### config.mk
export PLATFORM = sky130hd
export DESIGN_NAME = gen_source_sequencer_flat
export DESIGN_NICKNAME = d
export VERILOG_FILES = /design/src/rtl/gen_source_sequencer_if.sv /design/src/rtl/gen_source_sequencer.sv /design/src/flat_wrapper.sv
export SDC_FILE = /design/constraint.sdc
export NUM_CORES = 1
export LEC_CHECK = 0
export ABC_CLOCK_PERIOD_IN_PS = 10550
export BUFFER_PORTS_ARGS = -buffer_cell sky130_fd_sc_hd__buf_2
export CORE_MARGIN = 2
export CORE_UTILIZATION = 50
export DETAILED_ROUTE_END_ITERATION = 8
export PLACE_DENSITY = 0.77
export SYNTH_ARGS = -nofsm -noshare
export SYNTH_HDL_FRONTEND = slang
export SYNTH_SLANG_ARGS = --single-unit
### constraint.sdc
create_clock -name clk -period 10.55 [get_ports clk]
set_input_delay 0.5275 -clock clk [delete_from_list [all_inputs] [get_ports clk]]
set_output_delay 0.5275 -clock clk [all_outputs]
set_load 0.02 [all_outputs]
### src/rtl/gen_source_sequencer_if.sv
// rtl/gen_source_sequencer_if.sv - switch/codec/generator bus for the source sequencer
interface gen_source_sequencer_if #(
    parameter int W = 24
);
    logic [3:0]   sw;
    logic         sample_ready;
    logic [W-1:0] src0;
    logic [W-1:0] src1;
    logic [W-1:0] src2;
    logic [W-1:0] src3;
    logic [W-1:0] dac_data;
    logic [1:0]   sel_active;
    logic         muted;
    logic         busy;

    modport master (
        output sw, sample_ready, src0, src1, src2, src3,
        input  dac_data, sel_active, muted, busy
    );

    modport slave (
        input  sw, sample_ready, src0, src1, src2, src3,
        output dac_data, sel_active, muted, busy
    );
endinterface

### src/rtl/gen_source_sequencer.sv
// rtl/gen_source_sequencer.sv - debounced source select with click-free gain ramp mute
module gen_source_sequencer #(
    parameter int W          = 24,
    parameter int GAIN_W     = 8,
    parameter int DEB_CYCLES = 1000000
) (
    input  logic                 clk,
    input  logic                 reset_n,
    gen_source_sequencer_if.slave bus
);
    localparam int              CNT_W   = $clog2(DEB_CYCLES + 1);
    localparam logic [CNT_W-1:0] CNT_MAX = CNT_W'(DEB_CYCLES - 1);
    localparam logic [GAIN_W:0]  UNITY   = {1'b1, {GAIN_W{1'b0}}};
    localparam logic [GAIN_W:0]  ZERO    = '0;

    typedef enum logic [1:0] {
        S_MUTE,
        S_RAMP_UP,
        S_PLAY,
        S_RAMP_DOWN
    } state_t;

    state_t           state_q, state_d;
    logic [GAIN_W:0]  gain_q, gain_d;
    logic [1:0]       sel_q, sel_d;
    logic [W-1:0]     dac_q, dac_d;
    logic [3:0]       sw_q, sw_stable_q;
    logic [CNT_W-1:0] cnt_q;
    logic             ready_q;
    logic             tick;
    logic             tgt_valid;
    logic [1:0]       tgt_idx;
    logic             target_match;
    logic [W-1:0]     src_sel;
    logic [W+GAIN_W+1:0] prod;

    // Accept a new switch pattern only after it has held for DEB_CYCLES equal cycles.
    always_ff @(posedge clk or negedge reset_n) begin
        if (!reset_n) begin
            sw_q        <= '0;
            sw_stable_q <= '0;
            cnt_q       <= '0;
            ready_q     <= 1'b0;
        end else begin
            sw_q    <= bus.sw;
            ready_q <= bus.sample_ready;
            if (bus.sw != sw_q) begin
                cnt_q <= '0;
            end else if (cnt_q == CNT_MAX) begin
                sw_stable_q <= sw_q;
            end else begin
                cnt_q <= cnt_q + 1'b1;
            end
        end
    end

    assign tick = bus.sample_ready & ~ready_q;

    always_comb begin
        tgt_valid = 1'b0;
        tgt_idx   = 2'd0;
        case (sw_stable_q)
            4'b0001: begin tgt_valid = 1'b1; tgt_idx = 2'd0; end
            4'b0010: begin tgt_valid = 1'b1; tgt_idx = 2'd1; end
            4'b0100: begin tgt_valid = 1'b1; tgt_idx = 2'd2; end
            4'b1000: begin tgt_valid = 1'b1; tgt_idx = 2'd3; end
            default: begin tgt_valid = 1'b0; tgt_idx = 2'd0; end
        endcase
    end

    assign target_match = tgt_valid && (tgt_idx == sel_q);

    // Gain steps follow the current state's direction; the new state applies from the next tick.
    always_comb begin
        state_d = state_q;
        gain_d  = gain_q;
        sel_d   = sel_q;
        case (state_q)
            S_MUTE: begin
                gain_d = ZERO;
                if (tgt_valid) begin
                    sel_d   = tgt_idx;
                    state_d = S_RAMP_UP;
                end
            end
            S_RAMP_UP: begin
                if (tick && gain_q != UNITY) gain_d = gain_q + 1'b1;
                if (!target_match)         state_d = S_RAMP_DOWN;
                else if (gain_d == UNITY)  state_d = S_PLAY;
            end
            S_PLAY: begin
                if (!target_match) state_d = S_RAMP_DOWN;
            end
            S_RAMP_DOWN: begin
                if (tick && gain_q != ZERO) gain_d = gain_q - 1'b1;
                if (target_match)          state_d = S_RAMP_UP;
                else if (gain_d == ZERO)   state_d = S_MUTE;
            end
            default: begin
                state_d = S_MUTE;
                gain_d  = ZERO;
            end
        endcase
    end

    always_comb begin
        case (sel_q)
            2'd0:    src_sel = bus.src0;
            2'd1:    src_sel = bus.src1;
            2'd2:    src_sel = bus.src2;
            default: src_sel = bus.src3;
        endcase
    end

    // Sign-extended operands so the low product bits are the exact signed product.
    assign prod  = {{(GAIN_W+2){src_sel[W-1]}}, src_sel} * {{W{1'b0}}, 1'b0, gain_q};
    assign dac_d = W'($signed(prod) >>> GAIN_W);

    always_ff @(posedge clk or negedge reset_n) begin
        if (!reset_n) begin
            state_q <= S_MUTE;
            gain_q  <= '0;
            sel_q   <= '0;
            dac_q   <= '0;
        end else begin
            state_q <= state_d;
            gain_q  <= gain_d;
            sel_q   <= sel_d;
            if (tick) dac_q <= dac_d;
        end
    end

    assign bus.dac_data   = dac_q;
    assign bus.sel_active = sel_q;
    assign bus.muted      = (state_q == S_MUTE);
    assign bus.busy       = (state_q == S_RAMP_UP) || (state_q == S_RAMP_DOWN);
endmodule

### src/flat_wrapper.sv
// flat-port wrapper written by rule: the top's interface ports become plain ports
module gen_source_sequencer_flat 
#(
    parameter int W          = 24,
    parameter int GAIN_W     = 8,
    parameter int DEB_CYCLES = 1000000
)
  (clk, reset_n, bus_sw, bus_sample_ready, bus_src0, bus_src1, bus_src2, bus_src3, bus_dac_data, bus_sel_active, bus_muted, bus_busy);
  gen_source_sequencer_if #(.W(W)) bus_i ();
  input  logic clk;
  input  logic reset_n;
  input wire logic [$bits(bus_i.sw)-1:0] bus_sw;
  input wire logic [$bits(bus_i.sample_ready)-1:0] bus_sample_ready;
  input wire logic [$bits(bus_i.src0)-1:0] bus_src0;
  input wire logic [$bits(bus_i.src1)-1:0] bus_src1;
  input wire logic [$bits(bus_i.src2)-1:0] bus_src2;
  input wire logic [$bits(bus_i.src3)-1:0] bus_src3;
  output wire logic [$bits(bus_i.dac_data)-1:0] bus_dac_data;
  output wire logic [$bits(bus_i.sel_active)-1:0] bus_sel_active;
  output wire logic [$bits(bus_i.muted)-1:0] bus_muted;
  output wire logic [$bits(bus_i.busy)-1:0] bus_busy;
  assign bus_i.sw = bus_sw;
  assign bus_i.sample_ready = bus_sample_ready;
  assign bus_i.src0 = bus_src0;
  assign bus_i.src1 = bus_src1;
  assign bus_i.src2 = bus_src2;
  assign bus_i.src3 = bus_src3;
  assign bus_dac_data = bus_i.dac_data;
  assign bus_sel_active = bus_i.sel_active;
  assign bus_muted = bus_i.muted;
  assign bus_busy = bus_i.busy;
  gen_source_sequencer #(.W(W), .GAIN_W(GAIN_W), .DEB_CYCLES(DEB_CYCLES)) u_core (.clk(clk), .reset_n(reset_n), .bus(bus_i));
endmodule
==> metrics.txt <==
status=complete, no violations; Post-synth EDFFs=0; die width=153 um; share of the synthesized area in the top cell type=30.5%; post-layout min period=7.20 ns; Logic pwr share=79.1%; static leakage=0.00634 uW; CTS Hold Buffers Added=0; final core utilization=56.4%; crit start category=flop; critical-path cell list=mux4_2, and2_1, fa_1, fa_1, fa_1, fa_1, inv_1, fa_1, inv_1, ha_1, a21oi_1, o21ai_0, a2111oi_0, o21a_1, a2bb2oi_2, a211oi_2, or4_1, nand3_1; Seq/Total Area, Yosys=14.8%; ANT nets after route=0; gr ovfl total=0; dpl hpwl=22.1 mm; RSZ-0062 raised after global routing=false; internal power=1530 uW; WP buf/inv=2; Routed WL=28.2 mm; clock-pin slew on the worst setup and hold paths=0.05 ns; Starting Density=51.0%; Most used DFF post-synth=dfrtp_1; fraction of registers with async set/reset=100%; Crit Path Max Fanout=33; cell area after synthesis=11,100 sq um; gp weighted congestion=0.896; first-pass GRT wire length=47.3 mm; Sequential Power Share=11.5%; Resize count post-CTS=0; Syn Nets=1,563; number of max-slew violations in the final report=0; cts bufs inserted=9; DRC errors left=0; CTS HTree Levels=3; chip height=153 um; CTS tree=yes; Cell Rows=54; Fin Hold WS=0.312 ns; CP delay by family, top=adder cells; clock buffer depth=2; yosys warns=0; HP Class=input port to flop; Clock Power Share=9.4%; initial antenna violation count=3; number of I/O port buffers=130; Max Fclk=0.139 GHz; clock skew=0.00717 ns; Synth cell types=66; VDD IR max=0.000146 V; synthesis-to-finish area growth=10.5%; Setup CP Type=flop to flop; die area=23,500 sq um; CTS Root Cell=clkbuf_16; vias in the first global route=9,513; Net Sw Power=1730 uW; Nets=1,658; worst skew pair latency=0.35 ns; Max stage delay on crit path=1.04 ns; Avg WL per Cell=17.7 um; initial drt markers=526; count leader, synth=inv_1; largest net degree at the start of global routing=67; Worst Path Arrival=7.47 ns; max cap viols=0; Gate Count Post-Synth=1,216; power density cells=265 nW/um^2; period utilization=68.2%; Fin Setup TNS=0 ns; share of cells above drive strength 1=15.2%; CTS sink cnt=66; Post-Syn Area per Cell=9.16 sq um; area leader, netlist=fa_1; Setup-failing EPs final=0; CP Capture Type=flop; final hold violations=0; vias post-DR=9,040; Tot GR Track Use=25.0%; floorplan core area=21,800 sq um; DR vias/cell=5.66; switch share=53.2%; Worst slew margin=30.9%; total iterations of the first detailed-routing run=5; IO Count=131; most frequent cells after synthesis=inv_1 (192), fa_1 (170), nand2_1 (164); Worst Path Required=10.82 ns; flops & latches, synth=66; Least-Margin Pin Slew=1.04 ns; ranking of synthesized cells by area=fa_1 (31%), dfrtp_1 (15%), ha_1 (8.3%), and2_1 (6.5%), inv_1 (6.5%); critical path's most frequent cell=fa_1; CP max-delay cell=dfrtp_2; Post-CTS Setup Inserts=0
[power groups by stage]
stage | combinational (uW) | sequential, uW | clock, uW
final | 2580 | 374 | 306
after global routing | 2940 | 380 | 319
after CTS | 2580 | 373 | 312
after detailed placement | 2540 | 376 | 0
after global placement | 2490 | 378 | 0
after floorplan | 1900 | 395 | 0
[metrics by stage]
stage / cell area, sq um / std cells / total power [uW] / setup slack (ns)
6_report: 12300 / 1598 / 3260 / 3.35
5_1_grt: 12300 / 1596 / 3640 / 2.83
4_1_cts: 12300 / 1596 / 3270 / 3.27
3_5_place_dp: 12000 / 1580 / 2920 / 3.30
3_3_place_gp: 12000 / 1580 / 2870 / 3.41
2_1_floorplan: 11100 / 1216 / 2300 / 3.41
[metal layers]
metal / wire length, um / up-vias / GRT usage (%)
met5: 0 / - / 0
met4: 622 / 0 / 6.79
met3: 1970 / 61 / 3.88
met2: 13900 / 354 / 42.7
met1: 11700 / 4513 / 33.3
li1: - / 4112 / -
[cells by family (layout without fill, tap and decap cells)]
family | count (synthesis) | in the layout | synth area share [%]
adder cells (fa/ha/maj) | 244 | 244 | 38.9
other | 0 | 2 | 0
XOR/XNOR | 54 | 54 | 4.25
flip-flops | 66 | 66 | 14.8
AND/OR/NAND/NOR | 410 | 410 | 18.2
AO/OA/AOI/OAI | 159 | 159 | 9.56
buffers and inverters | 251 | 351 | 8.57
multiplexers | 32 | 32 | 5.73
[state kept, by name (all words and copies together), names as in the netlist]
register               cells
u_core.gain_q              9
u_core.sw_stable_q         4
u_core.cnt_q              20
u_core.bus.sel_active      2
u_core.sw_q                4
u_core.ready_q             1
u_core.bus.dac_data       24
u_core.state_q             2
[layout make-up]
class | count | area (sq um)
clock buffers | 11 | 243
clock inverters | 5 | 53.8
repair buffers | 141 | 733
diodes | 2 | 5.00
well taps | 280 | 350
multi-input cells | 899 | 8540
flip-flops and latches | 66 | 1650
inverters | 194 | 731
fillers | 1905 | 9520
[worst paths after layout]
kind,startpoint,endpoint,slack [ns],depth (start not counted)
hold reg to reg,u_core.bus.dac_data[14]$_DFFE_PN0P_,u_core.bus.dac_data[14]$_DFFE_PN0P_,0.48,2
setup reg to reg,u_core.bus.sel_active[0]$_DFFE_PN0P_,u_core.bus.dac_data[23]$_DFFE_PN0P_,3.35,18
setup / recovery,u_core.bus.sel_active[0]$_DFFE_PN0P_,u_core.bus.dac_data[23]$_DFFE_PN0P_,3.35,18
hold / removal,bus_sw[0],u_core.sw_q[0]$_DFF_PN0_,0.31,1
min in group asynchronous,reset_n,u_core.sw_q[0]$_DFF_PN0_,0.39,2
max in group asynchronous,reset_n,u_core.bus.sel_active[0]$_DFFE_PN0P_,9.56,2
[layout by cell type, fill, tap and decap left out, drive strengths merged, types with 38 or more instances in the layout]
cell type    n
inv        193
fa         170
nand2      164
buf        141
and2       116
ha          74
dfrtp       66
o21ai       48
nor2        44
xnor2       38
Note: power is estimated with default switching activity, not from simulation.
